`src/rtl/audio_level_meter_pkg.sv`:
```
// audio_level_meter_pkg
//   Shared constants and helpers for the audio level meter slice.
//   - SEG_0..SEG_9, SEG_BLANK : active-low 7-segment patterns, bit order {g,f,e,d,c,b,a}
//   - AN_OFF                  : value driven on the two unused digit enables an[3:2]
//   - slot_e                  : which multiplexed digit is currently being driven
//   - clog2 / width_of        : elaboration-time width helpers (width_of never returns 0)
//   - seg_decode              : BCD digit to active-low segment pattern
package audio_level_meter_pkg;

  localparam logic [6:0] SEG_0     = 7'b1000000;
  localparam logic [6:0] SEG_1     = 7'b1111001;
  localparam logic [6:0] SEG_2     = 7'b0100100;
  localparam logic [6:0] SEG_3     = 7'b0110000;
  localparam logic [6:0] SEG_4     = 7'b0011001;
  localparam logic [6:0] SEG_5     = 7'b0010010;
  localparam logic [6:0] SEG_6     = 7'b0000010;
  localparam logic [6:0] SEG_7     = 7'b1111000;
  localparam logic [6:0] SEG_8     = 7'b0000000;
  localparam logic [6:0] SEG_9     = 7'b0010000;
  localparam logic [6:0] SEG_BLANK = 7'b1111111;

  localparam logic [1:0] AN_OFF = 2'b11;

  typedef enum logic {
    SLOT_UNITS = 1'b0,
    SLOT_TENS  = 1'b1
  } slot_e;

  function automatic int clog2(input int v);
    int r;
    r = 0;
    while ((1 << r) < v) begin
      r = r + 1;
    end
    return r;
  endfunction

  // Register width for a counter that must hold 0..v-1; at least one bit.
  function automatic int width_of(input int v);
    int w;
    w = clog2(v);
    return (w < 1) ? 1 : w;
  endfunction

  function automatic logic [6:0] seg_decode(input logic [3:0] d);
    logic [6:0] s;
    case (d)
      4'd0:    s = SEG_0;
      4'd1:    s = SEG_1;
      4'd2:    s = SEG_2;
      4'd3:    s = SEG_3;
      4'd4:    s = SEG_4;
      4'd5:    s = SEG_5;
      4'd6:    s = SEG_6;
      4'd7:    s = SEG_7;
      4'd8:    s = SEG_8;
      4'd9:    s = SEG_9;
      default: s = SEG_BLANK;
    endcase
    return s;
  endfunction

endpackage

```
`src/rtl/seven_seg_scan2.sv`:
```
// seven_seg_scan2
//   Two-digit multiplexed driver for a common-anode 7-segment display.
//   A refresh counter counts CLK cycles; each time it wraps at REFRESH_DIV-1
//   the active slot flips between the units digit and the tens digit.
// Ports
//   CLK        in   1   system clock
//   reset      in   1   synchronous, active-high; returns to the units slot
//   tens       in   4   BCD tens digit
//   units      in   4   BCD units digit
//   tens_blank in   1   1: tens digit dark (segments off, enable still driven)
//   seg        out  7   active-low segments {g..a}
//   an         out  4   active-low digit enables; an[3:2] always off
// The slot state is directly visible on an[1:0] (10 = units, 01 = tens).
module seven_seg_scan2
  import audio_level_meter_pkg::*;
#(
  parameter int REFRESH_DIV = 131232
) (
  input  logic       CLK,
  input  logic       reset,
  input  logic [3:0] tens,
  input  logic [3:0] units,
  input  logic       tens_blank,
  output logic [6:0] seg,
  output logic [3:0] an
);

  localparam int RW = width_of(REFRESH_DIV);

  logic [RW-1:0] refresh_cnt;
  logic          wrap;
  slot_e         slot_q;
  slot_e         slot_d;

  assign wrap = (refresh_cnt == RW'(REFRESH_DIV - 1));

  always_ff @(posedge CLK) begin
    if (reset) begin
      refresh_cnt <= '0;
      slot_q      <= SLOT_UNITS;
    end else begin
      refresh_cnt <= wrap ? '0 : refresh_cnt + RW'(1);
      slot_q      <= slot_d;
    end
  end

  // Next slot plus the digit mux; outputs are a pure decode of the slot
  // register and the incoming digits so they follow those with no extra delay.
  always_comb begin
    slot_d = slot_q;
    an     = {AN_OFF, 2'b10};
    seg    = seg_decode(units);
    if (wrap) begin
      slot_d = (slot_q == SLOT_UNITS) ? SLOT_TENS : SLOT_UNITS;
    end
    case (slot_q)
      SLOT_TENS: begin
        an  = {AN_OFF, 2'b01};
        seg = tens_blank ? SEG_BLANK : seg_decode(tens);
      end
      default: begin
        an  = {AN_OFF, 2'b10};
        seg = seg_decode(units);
      end
    endcase
  end

endmodule

```
`src/rtl/audio_level_meter.sv`:
```
// audio_level_meter
//   Finds the peak microphone sample over each window of WINDOW accepted
//   samples, quantises it to one of LEVELS steps, keeps a decaying peak-hold
//   level, and drives a thermometer LED bar plus a two-digit 7-seg readout.
// Ports
//   CLK          in   1         system clock
//   reset        in   1         synchronous, active-high; wins over all inputs
//   sample_valid in   1         one-cycle strobe, `sample` is new
//   sample       in   SAMPLE_W  unsigned mic sample
//   hold_en      in   1         1: LEDs/readout show hold_level, 0: show level
//   level        out  LW        level of the last completed window
//   level_valid  out  1         one-cycle pulse when `level` updates
//   hold_level   out  LW        peak-hold level
//   led          out  LEVELS    thermometer, bits [shown:0] set
//   seg          out  7         active-low segments {g..a}
//   an           out  4         active-low digit enables
//   dp           out  1         decimal point, always off
// Handshake: sample_valid is a push-only strobe with no back-pressure; the
// meter accepts a sample on every cycle sample_valid is high and nothing
// happens on cycles where it is low. level_valid is likewise a push-only
// pulse, aligned with the cycle in which `level` first shows the new value.
module audio_level_meter
  import audio_level_meter_pkg::*;
#(
  parameter  int SAMPLE_W     = 12,
  parameter  int LEVELS       = 16,
  parameter  int OFFSET       = 2048,
  parameter  int STEP_SHIFT   = 7,
  parameter  int WINDOW       = 10000,
  parameter  int HOLD_WINDOWS = 4,
  parameter  int REFRESH_DIV  = 131232,
  localparam int LW           = clog2(LEVELS)
) (
  input  logic                CLK,
  input  logic                reset,
  input  logic                sample_valid,
  input  logic [SAMPLE_W-1:0] sample,
  input  logic                hold_en,
  output logic [LW-1:0]       level,
  output logic                level_valid,
  output logic [LW-1:0]       hold_level,
  output logic [LEVELS-1:0]   led,
  output logic [6:0]          seg,
  output logic [3:0]          an,
  output logic                dp
);

  localparam int WCW = width_of(WINDOW);
  localparam int HCW = width_of(HOLD_WINDOWS);

  // Window accumulation
  logic [WCW-1:0]      win_cnt;
  logic [SAMPLE_W-1:0] win_max;
  logic [SAMPLE_W-1:0] peak;
  logic                window_end;

  // Quantiser
  logic [SAMPLE_W-1:0] amp;
  logic [SAMPLE_W-1:0] q;
  logic [LW-1:0]       new_level;

  // Peak hold
  logic [HCW-1:0]      hold_cnt;
  logic [LW-1:0]       hold_d;
  logic [HCW-1:0]      hold_cnt_d;

  // Display path
  logic [LW-1:0]       shown;
  logic [6:0]          bcd_rem;
  logic [3:0]          tens;
  logic [3:0]          units;
  logic                tens_blank;

  // Peak includes the sample arriving this cycle, so the final strobe of a
  // window contributes to that window's level.
  assign peak       = (sample > win_max) ? sample : win_max;
  assign window_end = sample_valid && (win_cnt == WCW'(WINDOW - 1));

  always_comb begin
    amp       = (peak > SAMPLE_W'(OFFSET)) ? peak - SAMPLE_W'(OFFSET) : '0;
    q         = amp >> STEP_SHIFT;
    new_level = (q > SAMPLE_W'(LEVELS - 1)) ? LW'(LEVELS - 1) : LW'(q);
  end

  // Peak-hold next state. Only committed on window-end cycles. The decay
  // floor is the new level so the held value never undershoots live audio.
  always_comb begin
    hold_d     = hold_level;
    hold_cnt_d = hold_cnt;
    if (new_level >= hold_level) begin
      hold_d     = new_level;
      hold_cnt_d = '0;
    end else if (hold_cnt == HCW'(HOLD_WINDOWS - 1)) begin
      hold_d     = ((hold_level - LW'(1)) > new_level) ? hold_level - LW'(1) : new_level;
      hold_cnt_d = '0;
    end else begin
      hold_cnt_d = hold_cnt + HCW'(1);
    end
  end

  always_ff @(posedge CLK) begin
    if (reset) begin
      win_cnt     <= '0;
      win_max     <= '0;
      level       <= '0;
      level_valid <= 1'b0;
      hold_level  <= '0;
      hold_cnt    <= '0;
      shown       <= '0;
    end else begin
      level_valid <= 1'b0;
      if (sample_valid) begin
        if (window_end) begin
          win_cnt     <= '0;
          win_max     <= '0;
          level       <= new_level;
          level_valid <= 1'b1;
          hold_level  <= hold_d;
          hold_cnt    <= hold_cnt_d;
        end else begin
          win_cnt <= win_cnt + WCW'(1);
          win_max <= peak;
        end
      end
      shown <= hold_en ? hold_level : level;
    end
  end

  // Binary to BCD by repeated compare/subtract of ten; LEVELS <= 99 means
  // at most nine subtractions are ever needed.
  always_comb begin
    bcd_rem = 7'(shown);
    tens    = 4'd0;
    for (int i = 0; i < 9; i++) begin
      if (bcd_rem >= 7'd10) begin
        bcd_rem = bcd_rem - 7'd10;
        tens    = tens + 4'd1;
      end
    end
    units      = bcd_rem[3:0];
    tens_blank = (tens == 4'd0);
  end

  always_comb begin
    led = '0;
    for (int i = 0; i < LEVELS; i++) begin
      led[i] = (i <= int'(shown));
    end
  end

  assign dp = 1'b1;

  seven_seg_scan2 #(
    .REFRESH_DIV (REFRESH_DIV)
  ) u_scan (
    .CLK        (CLK),
    .reset      (reset),
    .tens       (tens),
    .units      (units),
    .tens_blank (tens_blank),
    .seg        (seg),
    .an         (an)
  );

endmodule

```
`config.mk`:
```
export PLATFORM = sky130hd
export DESIGN_NAME = audio_level_meter
export DESIGN_NICKNAME = d
export VERILOG_FILES = /design/src/rtl/audio_level_meter_pkg.sv /design/src/rtl/seven_seg_scan2.sv /design/src/rtl/audio_level_meter.sv
export SDC_FILE = /design/constraint.sdc
export NUM_CORES = 1
export LEC_CHECK = 0
export CAP_MARGIN = 0
export CORE_ASPECT_RATIO = 0.9
export CORE_MARGIN = 2
export CORE_UTILIZATION = 30
export CTS_CLUSTER_DIAMETER = 50
export DETAILED_ROUTE_END_ITERATION = 7
export SYNTH_ARGS = -nofsm -noshare
export SYNTH_HDL_FRONTEND = slang
export SYNTH_SLANG_ARGS = --single-unit
export TNS_END_PERCENT = 30
```
`constraint.sdc`:
```
create_clock -name CLK -period 11.7 [get_ports CLK]
set_input_delay 2.34 -clock CLK [delete_from_list [all_inputs] [get_ports CLK]]
set_output_delay 2.34 -clock CLK [all_outputs]
set_load 0.05 [all_outputs]
```
==> results_dict.tcl <==
set metrics [dict create \
    status "completed" \
    tns_ps 0 \
    port_buffers 48 \
    hold_depth 2 \
    syn_avg_cell_area_um2 8.07 \
    fin_crit_sh 0.943 \
    clkSinkCount 60 \
    cts_buffers 9 \
    worstReg2RegStart "win_max[5]" \
    crit_path_max_incr_delay_ps 820 \
    yosysSeqAreaShare 0.249 \
    cp-end-kind "output port" \
    utilization 0.368 \
    drt_pre_antenna_iters 7 \
    dieHeight_um 124 \
    synth_edf_count 0 \
    crit_top_cell "ha_1" \
    areaGrowthSynthToFinish_pct 18.7 \
    whs_endpoint "hold_cnt[1]" \
    grt_max_degree 24 \
    core_um2 15500 \
    ir_drop_mv 0.0468 \
    holdWs_ps 476 \
    hpwl_mm 8.50 \
    post-place-cells 824 \
    final_cell_count_no_fill 840 \
    final_layout_size_suffix_gt1_frac 0.0846 \
    rsz0062_at_grt "no" \
    yosysTopAreaCell "dfxtp_1" \
    rows 43 \
    yosys_register_bits 60 \
    ys.flop_type "dfxtp_1" \
    critPathKind "reg -> out" \
    ys_async_sr_fraction 0 \
    synth_top_area_frac 0.249 \
    fin_worst_skew_ps 4.91 \
    vias 4357 \
    power-per-cell-area_nw_per_um2 87.6 \
    period_needed_ps 11040 \
    cts_setup_buffers 0 \
    drv_cap 0 \
    ant_nets 0 \
    reg2reg_slack_ps 6840 \
    drtIter0Drc 258 \
    drc 0 \
    postSynthCellCount 598 \
    setup_slack_ps 663 \
    rr_worst_depth 19 \
    initial_core_util 0.310 \
    crit_slowest_cell "clkdlybuf4s50_1" \
    arrival_ps 8700 \
    grt_use_total 0.135 \
    fmax_ghz 0.0906 \
    antenna_found_initial 0 \
    grt_pass1_wl_mm 19.2 \
    overflow 0 \
    diodes 0 \
    cts.clk_slew.worst_paths_ps 50 \
    ys.warnings.count 0 \
    required_ps 9360 \
    cts_buffer_depth 2 \
    grt_pass1_vias 4095 \
    max_slew_margin 0.266 \
    place.gp.congestion 0.841 \
    clockRootBuffer "clkbuf_16" \
    timing.rr.end "hold_level[2]" \
    clk_latency_ps 330 \
    setup_viol 0 \
    h-tree-depth 3 \
    synthTopCellsByArea "dfxtp_1 (25%), ha_1 (13%), xor2_1 (4.0%)" \
    power_uw 502 \
    viasPerCell 5.19 \
    finalHoldViolations 0 \
    slew_viol_final 0 \
    leakage_nw 2.43 \
    netlist_area_um2 4820 \
    chipWidth_um 138 \
    tritoncts "done" \
    start_kind "register" \
    pin_count 53 \
    tightest_slew_ps 1090 \
    synth_common_cells "dfxtp_1 (60), ha_1 (52), nor2_1 (50)" \
    yosysMostFrequentCell "dfxtp_1" \
    wl_per_cell_um 13.5 \
    dp_worst_setup_slack_ps 778 \
    finish.instance_area_um2 5720 \
    crit_fanout 23 \
    hp-start "hold_cnt[1]" \
    dieArea_um2 17100 \
    hold_class "reg -> reg" \
    nets 701 \
    wl_mm 11.3 \
    postPlaceCellArea_um2 5450 \
    yosysUniqueCellTypes 70 \
]
worst max-delay path by stage:
stage	from	endpoint	slack, ps	cells after the start
after floorplan	shown[2]	seg[4]	1080	37
after global placement	shown[1]	seg[6]	1010	38
after detailed placement	shown[1]	seg[4]	780	38
after CTS	shown[1]	seg[4]	410	38
after global routing	shown[1]	seg[3]	10	36
final	shown[1]	seg[1]	660	36
critical path: cells and delay by family, from the launching register on:
kind	cells	cell delay [ps]
AND/OR/NAND/NOR	11	1700
flip-flops	1	570
multiplexers	2	660
AO/OA/AOI/OAI	8	1340
adder cells (fa/ha/maj)	10	2870
buffers and inverters	5	1220
cell families after synthesis:
logic type	count (synthesis)	synth area share
xor+xnor	35	0.0708
simple gates	209	0.225
flops	60	0.249
fa+ha+maj	52	0.135
other cells	1	0.000777
compound gates	145	0.210
mux	20	0.0438
buf+inv	76	0.0656
layer usage:
layer  GRT usage  wire, um  vias up
met3      0.0236       456       17
met4      0.0424       146        0
met1       0.179      5480     2037
met5           0         0        -
li1            -         -     2207
met2       0.222      5220       96
cell usage in the layout (no fill, tap or decap), types with 4 or more instances in the layout:
cell / Yosys / layout
a211oi_1: 5 / 5
a21o_1: 14 / 14
a21oi_1: 31 / 31
a22o_1: 12 / 12
a2bb2oi_1: 5 / 5
a31o_2: 4 / 4
a31oi_1: 5 / 5
and2_1: 6 / 6
and3_1: 13 / 13
and4_1: 5 / 5
buf_4: 6 / 4
clkbuf_16: 0 / 9
clkdlybuf4s50_1: 0 / 47
clkinv_2: 0 / 4
conb_1: 1 / 4
dfxtp_1: 60 / 59
ha_1: 52 / 52
inv_1: 44 / 44
mux2_2: 9 / 9
mux2i_1: 11 / 11
nand2_1: 45 / 45
nand2b_1: 7 / 7
nand3_1: 20 / 20
nand4_1: 13 / 13
nor2_1: 50 / 50
nor2b_1: 7 / 7
nor3_1: 10 / 10
nor4_1: 4 / 4
o211ai_1: 5 / 5
o21a_1: 4 / 4
o21ai_0: 26 / 26
or2_2: 7 / 7
or3_1: 7 / 7
xnor2_1: 10 / 10
xor2_1: 22 / 22
cell type report:
class | instances | area [um2]
clock buffers | 11 | 243
clock inverters | 5 | 27.5
fillers | 1586 | 9820
inverters | 45 | 169
multi-input cells | 465 | 3320
flip-flops and latches | 60 | 1200
well taps | 202 | 253
repair buffers | 52 | 513
where the power goes:
group | internal [mW] | switching [mW] | total (mW)
clock | 0.147 | 0.0918 | 0.239
sequential | 0.209 | 0.00408 | 0.213
combinational | 0.0206 | 0.0286 | 0.0492
total | 0.377 | 0.124 | 0.502
what timing repair did:
action                                  4_1_cts  5_1_grt
gates resized for setup                       0        2
hold buffers                                  0        0
endpoints found under the setup margin        0        7
state kept, by name, indices dropped and copies added (netlist names), 2 cells and up:
| signal | flops |
|---|---|
| u_scan.refresh_cnt | 18 |
| win_cnt | 14 |
| win_max | 12 |
| hold_level | 4 |
| level | 4 |
| shown | 4 |
| hold_cnt | 2 |
No activity file was read; power rests on OpenSTA's default activity.
